[config.mk]
export PLATFORM = sky130hd
export DESIGN_NAME = systolic_sequencer
export DESIGN_NICKNAME = d
export VERILOG_FILES = /design/src/rtl/systolic_pkg.sv /design/src/rtl/systolic_sequencer.sv
export SDC_FILE = /design/constraint.sdc
export NUM_CORES = 1
export LEC_CHECK = 0
export ABC_AREA = 0
export ABC_CLOCK_PERIOD_IN_PS = 3900
export CORE_MARGIN = 8
export CORE_UTILIZATION = 40
export CTS_CLUSTER_DIAMETER = 50
export DETAILED_ROUTE_END_ITERATION = 8
export GPL_TIMING_DRIVEN = 0
export PLACE_DENSITY = 0.67
export SLEW_MARGIN = 10
export SYNTH_ARGS = -nofsm -noshare
export SYNTH_HDL_FRONTEND = slang
export SYNTH_SLANG_ARGS = --single-unit
[constraint.sdc]
create_clock -name clk -period 3.9 [get_ports clk]
set_input_delay 1.17 -clock clk [delete_from_list [all_inputs] [get_ports clk]]
set_output_delay 1.17 -clock clk [all_outputs]
set_load 0.01 [all_outputs]
[src/rtl/systolic_pkg.sv]
`default_nettype none
// ============================================================================
// Module   : systolic_pkg
// Purpose  : Shared state encoding and sizing helpers for the systolic array
//            sequencer, reusable by the array top and its bench.
// Revision : 1.0 - initial release
// ============================================================================
package systolic_pkg;

  typedef enum logic [2:0] {
    ST_IDLE    = 3'd0,
    ST_CLEAR   = 3'd1,
    ST_FEED    = 3'd2,
    ST_DRAIN   = 3'd3,
    ST_READOUT = 3'd4,
    ST_DONE    = 3'd5
  } state_t;

  // Cycles from the last operand fed until the far-corner PE has its result:
  // skew propagation across both axes, one hop, plus the MAC pipeline.
  function automatic int drain_len(input int n, input int lat);
    return 2 * (n - 1) + 1 + lat;
  endfunction

  // Shared counter width; drain_len always exceeds n, so this covers FEED
  // and READOUT counts as well.
  function automatic int cnt_width(input int n, input int lat);
    return $clog2(drain_len(n, lat) + 1);
  endfunction

  // Operand / row index width, at least one bit.
  function automatic int idx_width(input int n);
    return (n <= 2) ? 1 : $clog2(n);
  endfunction

endpackage : systolic_pkg
`default_nettype wire

[src/rtl/systolic_sequencer.sv]
`default_nettype none
// ============================================================================
// Module   : systolic_sequencer
// Purpose  : Control FSM for an NxN systolic matrix multiply: clears the PEs,
//            streams N operand indices, waits for the array to drain, then
//            hands result rows out over a valid/ready handshake.
// Revision : 1.0 - initial release
// ============================================================================
module systolic_sequencer
  import systolic_pkg::*;
#(
  parameter  int MATRIX_SIZE = 2,
  parameter  int PE_LATENCY  = 1,
  localparam int IDXW        = idx_width(MATRIX_SIZE)
) (
  input  logic            clk,
  input  logic            reset,
  input  logic            start,
  input  logic            abort,
  output logic            busy,
  output logic            done,
  output logic            rd_en,
  output logic [IDXW-1:0] rd_idx,
  output logic            feed_valid,
  output logic            skew_enable,
  output logic            pe_clear,
  output logic            pe_enable,
  output logic            out_valid,
  input  logic            out_ready,
  output logic [IDXW-1:0] out_row
);

  localparam int D  = drain_len(MATRIX_SIZE, PE_LATENCY);
  localparam int CW = cnt_width(MATRIX_SIZE, PE_LATENCY);

  localparam logic [CW-1:0] LAST_IDX   = CW'(MATRIX_SIZE - 1);
  localparam logic [CW-1:0] LAST_DRAIN = CW'(D - 1);

  state_t          state;
  logic [CW-1:0]   cnt;
  logic            feed_valid_q;

  // State and shared counter; the counter restarts at zero on every state
  // entry so FEED, DRAIN and READOUT each count from the beginning.
  always_ff @(posedge clk or negedge reset) begin
    if (!reset) begin
      state        <= ST_IDLE;
      cnt          <= '0;
      feed_valid_q <= 1'b0;
    end else begin
      // Operand data lags the read strobe by the buffer latency; a cancel
      // suppresses the trailing beat so nothing is strobed after abort.
      feed_valid_q <= (state == ST_FEED) && !abort;
      if (abort && (state != ST_IDLE)) begin
        state <= ST_IDLE;
        cnt   <= '0;
      end else begin
        case (state)
          ST_IDLE: begin
            cnt <= '0;
            if (start) state <= ST_CLEAR;
          end
          ST_CLEAR: begin
            state <= ST_FEED;
            cnt   <= '0;
          end
          ST_FEED: begin
            if (cnt == LAST_IDX) begin
              state <= ST_DRAIN;
              cnt   <= '0;
            end else begin
              cnt <= cnt + 1'b1;
            end
          end
          ST_DRAIN: begin
            if (cnt == LAST_DRAIN) begin
              state <= ST_READOUT;
              cnt   <= '0;
            end else begin
              cnt <= cnt + 1'b1;
            end
          end
          ST_READOUT: begin
            if (out_ready) begin
              if (cnt == LAST_IDX) begin
                state <= ST_DONE;
                cnt   <= '0;
              end else begin
                cnt <= cnt + 1'b1;
              end
            end
          end
          ST_DONE: begin
            state <= ST_IDLE;
            cnt   <= '0;
          end
          default: begin
            state <= ST_IDLE;
            cnt   <= '0;
          end
        endcase
      end
    end
  end

  // Output decode purely from registered state, so reset clears every
  // output immediately and no input reaches an output combinationally.
  always_comb begin
    busy        = (state != ST_IDLE);
    done        = (state == ST_DONE);
    pe_clear    = (state == ST_CLEAR);
    rd_en       = (state == ST_FEED);
    rd_idx      = rd_en ? cnt[IDXW-1:0] : '0;
    skew_enable = (state == ST_FEED) || (state == ST_DRAIN);
    pe_enable   = skew_enable;
    out_valid   = (state == ST_READOUT);
    out_row     = out_valid ? cnt[IDXW-1:0] : '0;
    feed_valid  = feed_valid_q;
  end

endmodule : systolic_sequencer
`default_nettype wire

# After elaboration in Yosys (flattened, before gate mapping)

Index checks and enable logic that the tools add are counted.

Bits in registers: 7
Word-level logic and storage cells: 37

Add/sub/neg operators: 1
Eq/ne operators: 12
Multiplexer cells: 14
Reduce and logical (&&, ||, !) cells: 7

Operators with widths:

| cell                                                   | count |
|---|---|
| two-way mux 3 bit                                      | 10 |
| case mux 3 bit (5 select lines)                        | 1 |
| == test 3 x 2 -> 1 bit (second input constant)         | 3 |
| inequality test 3 x 1 -> 1 bit (second input constant) | 3 |
| case mux 3 bit (3 select lines)                        | 1 |
| == test 3 x 1 -> 1 bit (second input constant)         | 2 |
| == test 3 bit (second input constant)                  | 2 |
| inequality test 3 bit (second input constant)          | 2 |
| AND reduction 5 bit                                    | 1 |
| adder 3 x 1 -> 3 bit (second input constant)           | 1 |
| zero test 3 bit                                        | 1 |
| nonzero test 3 bit                                     | 1 |
| logical AND 1 bit                                      | 2 |
| two-way mux 1 bit                                      | 2 |
| zero test 1 bit                                        | 1 |
| logical OR 1 bit                                       | 1 |

# Depth between registers and ports, before layout

Gate-level depths: netlist of run 1.

Word-level depth: 5
Depth in mapped cells: 6
Mapped depth without buffers: 6

# Worst setup path before layout of run 1

No wires, ideal clock.

Path kind: register to output
From: register state[2]
To: output port rd_idx
Arrival time: 1108 ps
Data required time: 2730 ps
Setup slack: 1622 ps
Stages on the path, launching flop included: 5
Cell sequence: dfrtp_1 buf_6 nand2b_2 nor2_1 and2_1

Cells in the longest elaborated chain, start to end: 2

RTL lines:

| what                   | RTL line                  | text |
|---|---|---|
| start, declared        | systolic_sequencer.sv:39  | `state_t state;` |
| start signal, assigned | systolic_sequencer.sv:47  | `state <= ST_IDLE;` |
| start signal, assigned | systolic_sequencer.sv:55  | `state <= ST_IDLE;` |
| start signal, assigned | systolic_sequencer.sv:61  | `if (start) state <= ST_CLEAR;` |
| == test 3 x 2 -> 1 bit | systolic_sequencer.sv:112 | `rd_en = (state == ST_FEED);` |
| named net rd_en        | systolic_sequencer.sv:22  | `output logic rd_en,` |
| two-way mux 1 bit      | systolic_sequencer.sv:113 | `rd_idx = rd_en ? cnt[IDXW-1:0] : '0;` |
| end, declared          | systolic_sequencer.sv:23  | `output logic [IDXW-1:0] rd_idx,` |

The timed path passes the listed nets, and every way through them passes these cells.

# Worst setup path in the final report of run 1

From: register state[2]
To: output port rd_idx

Cells in the longest elaborated chain, start to end: 2

RTL lines:

| what                   | RTL line |
|---|---|
| == test 3 x 2 -> 1 bit | systolic_sequencer.sv:112 |
| two-way mux 1 bit      | systolic_sequencer.sv:113 |

No other way between the ends.

==> run_results.csv, run 1 <==
group,metric,value,unit
critical_path,critPathMaxFanout,10,
logic_synthesis,post-synth-top-area-cell,"dfrtp_1",
critical_path,crit_family,"buffers and inverters",
logic_synthesis,synth_top_area_share,29.3,%
logic_synthesis,ys_types,35,
critical_path,setup.worst_path.start_class,"flop",
power,vdd_drop_max,0.265,mV
timing,setup_slack,935,ps
die,die_h,54.7,µm
timing,final-hold-violation-count,0,
grt,grt_pass1_wl,2070,µm
power,p_leak,0.000327,µW
grt,antenna_found_initial,0,
critical_path,path_cells,"buf_6, nand2b_2, nor2_1, and2_1, clkdlybuf4s50_1",
detailed_routing,ant_nets,0,
die,core-area,1450,µm²
detailed_routing,drc,0,
timing,fmax,337,MHz
cells_and_area,fillCellCount,143,
cells_and_area,instances_no_fill,96,
timing,post-route-min-period,2970,ps
cells_and_area,fin_util,53.3,%
job,cap_viol_max_count,0,
clock_tree,cts_sinks,7,
detailed_routing,drt_wl_total,1250,µm
cells_and_area,fin_nets,90,
cells_and_area,diodes,0,
die,chipWidth,54.7,µm
critical_path,slowest_delay,530,ps
clock_tree,postCtsSetupRepairBufs,0,
timing,drv_slew,0,
clock_tree,cts_root_buf,"clkbuf_4",
timing,skew,3.79,ps
clock_tree,clock_latency,250,ps
logic_synthesis,avgSynthCellArea,9.49,µm²
critical_path,critical_path_buf_inv_count,2,
placed_design,place_congestion,0.776,
critical_path,crit_type,"flop to primary output",
detailed_routing,drtIter0Drc,4,
timing,setup-tns-final,0,ps
timing,slew_headroom,76.0,%
placed_design,portBuffers,13,
die,rows,14,
logic_synthesis,synth_edf_count,0,
logic_synthesis,yosysWarnings,0,
grt,grt_max_degree,11,
clock_tree,cts_buffers,3,
logic_synthesis,ys_ff_latch,7,
clock_tree,post_cts_resized,0,
clock_tree,cts_max_level,1,
critical_path,cp_data_required_time,2730,ps
placed_design,dp.cells,92,
logic_synthesis,syn_inst,63,
detailed_routing,drtPass1Iterations,2,
cells_and_area,drive_gt1_share,26.3,%
timing,tightest_slew,357,ps
logic_synthesis,seq_area_frac_synth,29.3,%
cells_and_area,most-common-layout-cells,"clkdlybuf4s50_1 (13), dfrtp_1 (7), inv_1 (4), nor2_1 (4), ha_1 (4)",
status,status,"completed",
detailed_routing,via_count,507,
timing,finalSetupViolations,0,
critical_path,worst_path_max_delay_cell,"clkdlybuf4s50_1",
placed_design,pre_cts_ws,1180,ps
clock_tree,tritoncts,"yes",
grt,gr-total-overflow,0,
clock_tree,clkSlewWorstSetupHoldPaths,50,ps
critical_path,critPathCaptureType,"primary output",
timing,finalCritPeriodShare,76.0,%
logic_synthesis,synth_area_leaders,"dfrtp_1 (29%), ha_1 (8.4%), buf_6 (3.8%)",
worst_hold_path,hold_class,"flop to flop",
die,die_area,2990,µm²
clock_tree,clock_path_buffers,2,
detailed_routing,wl_per_cell,13.1,µm
grt,grt_pass1_vias,512,
timing,rsz0062_at_grt,"false",
logic_synthesis,syn_nets,72,
cells_and_area,final_common_cell,"clkdlybuf4s50_1",
die,initial_core_util,41.1,%
detailed_routing,via_per_inst,5.28,
critical_path,arrival,1800,ps
grt,grt_usage,9.57,%
power,power.density,602,nW/µm²
cells_and_area,area_growth,29.5,%
placed_design,hpwl,1020,µm
logic_synthesis,ys.flop_type,"dfrtp_1",
clock_tree,cts_hold_repair.buffers,0,
logic_synthesis,syn_area,598,µm²
die,num_io_pins,15,
logic_synthesis,synthArstFlopShare,100,%
[cells by family after synthesis]
kind of cell	synth area share (%)
AOI/OAI and AO/OA	18.4
xor gates and xnor gates	1.46
adders and majority gates	10.3
buffers and inverters	10.5
DFF	29.3
and+or+nand+nor	30.1
[state kept, by name, indices dropped and copies added, names as in the netlist]
register / flops
cnt: 3
state: 3
feed_valid: 1
[stage by stage]
step | power, µW | area, µm² | hold slack, ps
finish | 466 | 774 | 525
global route | 502 | 774 | 556
CTS | 474 | 774 | 525
detailed placement | 406 | 748 | 513
global placement | 402 | 748 | 509
floorplan | 302 | 598 | 481
[final timing paths]
| kind | startpoint | end | slack (ps) | cells after the start |
|---|---|---|---|---|
| setup / recovery | state[2]$_DFFE_PN0P_ | rd_idx | 930 | 5 |
| hold / removal | cnt[1]$_DFFE_PN0P_ | cnt[1]$_DFFE_PN0P_ | 530 | 2 |
| setup reg to reg | cnt[0]$_DFFE_PN0P_ | cnt[2]$_DFFE_PN0P_ | 2320 | 4 |
| hold reg to reg | cnt[1]$_DFFE_PN0P_ | cnt[1]$_DFFE_PN0P_ | 530 | 2 |
| max in group asynchronous | reset | state[0]$_DFFE_PN0P_ | 2480 | 1 |
| min in group asynchronous | reset | cnt[2]$_DFFE_PN0P_ | 1180 | 1 |
[tightest hold or removal path, delay by kind of cell, from the launching register on]
family           cells  cell delay (ps)
flip-flops           1              370
AND/OR/NAND/NOR      1               60
AO/OA/AOI/OAI        1               60
[area by class of cell]
type                    count  area, µm²  share of cell area, %
multi-input cells          46        360                   46.5
flip-flops and latches      7        175                   22.6
clock buffers               4       26.3                   3.39
well taps                  16       20.0                   2.58
repair buffers             13        130                   16.8
plain buffers               5       42.5                   5.49
inverters                   5       20.0                   2.58
[synthesized netlist by cell type (2+ instances only)]
master / number
nor4_1: 2
buf_4: 2
nor3b_1: 2
o21ai_2: 2
nor2_1: 4
o21ai_1: 2
ha_1: 4
buf_6: 2
nand2_1: 3
or3_1: 2
nand2b_1: 2
inv_1: 4
nor3_1: 3
and3_1: 2
dfrtp_1: 7
[power breakdown]
part	switching (µW)	leakage (µW)	total [µW]	internal, µW
combinational	138	0.000218	288	150
sequential	22.6	0.0000939	114	91.8
clock	24.7	0.0000150	63.7	38.9
total	185	0.000327	466	281
[per-layer routing]
metal / wire length (µm) / global-route usage (%) / share of wire (%) / up-vias
met2: 537 / 14.7 / 43 / 15
met4: 39 / 7.38 / 3.1 / 0
met5: 0 / 0 / 0 / -
met3: 102 / 1.90 / 8.1 / 4
li1: - / - / - / 255
met1: 575 / 11.4 / 46 / 233
(Power assumes the default switching activity.)
==> run 2: changes to the inputs <==
Settings changed: ABC_CLOCK_PERIOD_IN_PS 3900 to 2850.
Clock period 3.9 ns to 2.85 ns, I/O delays scaled along.
==> results of run 2 <==
Same layout as run 1 (identical final DEF). Status: completed.
Among the figures that moved: setup slack after placement 1180 ps -> 449 ps; setup slack after layout 935 ps -> 200 ps; register-to-register setup slack 2320 ps -> 1270 ps; total power 466 µW -> 638 µW; worst IR drop on VDD 0.265 mV -> 0.363 mV
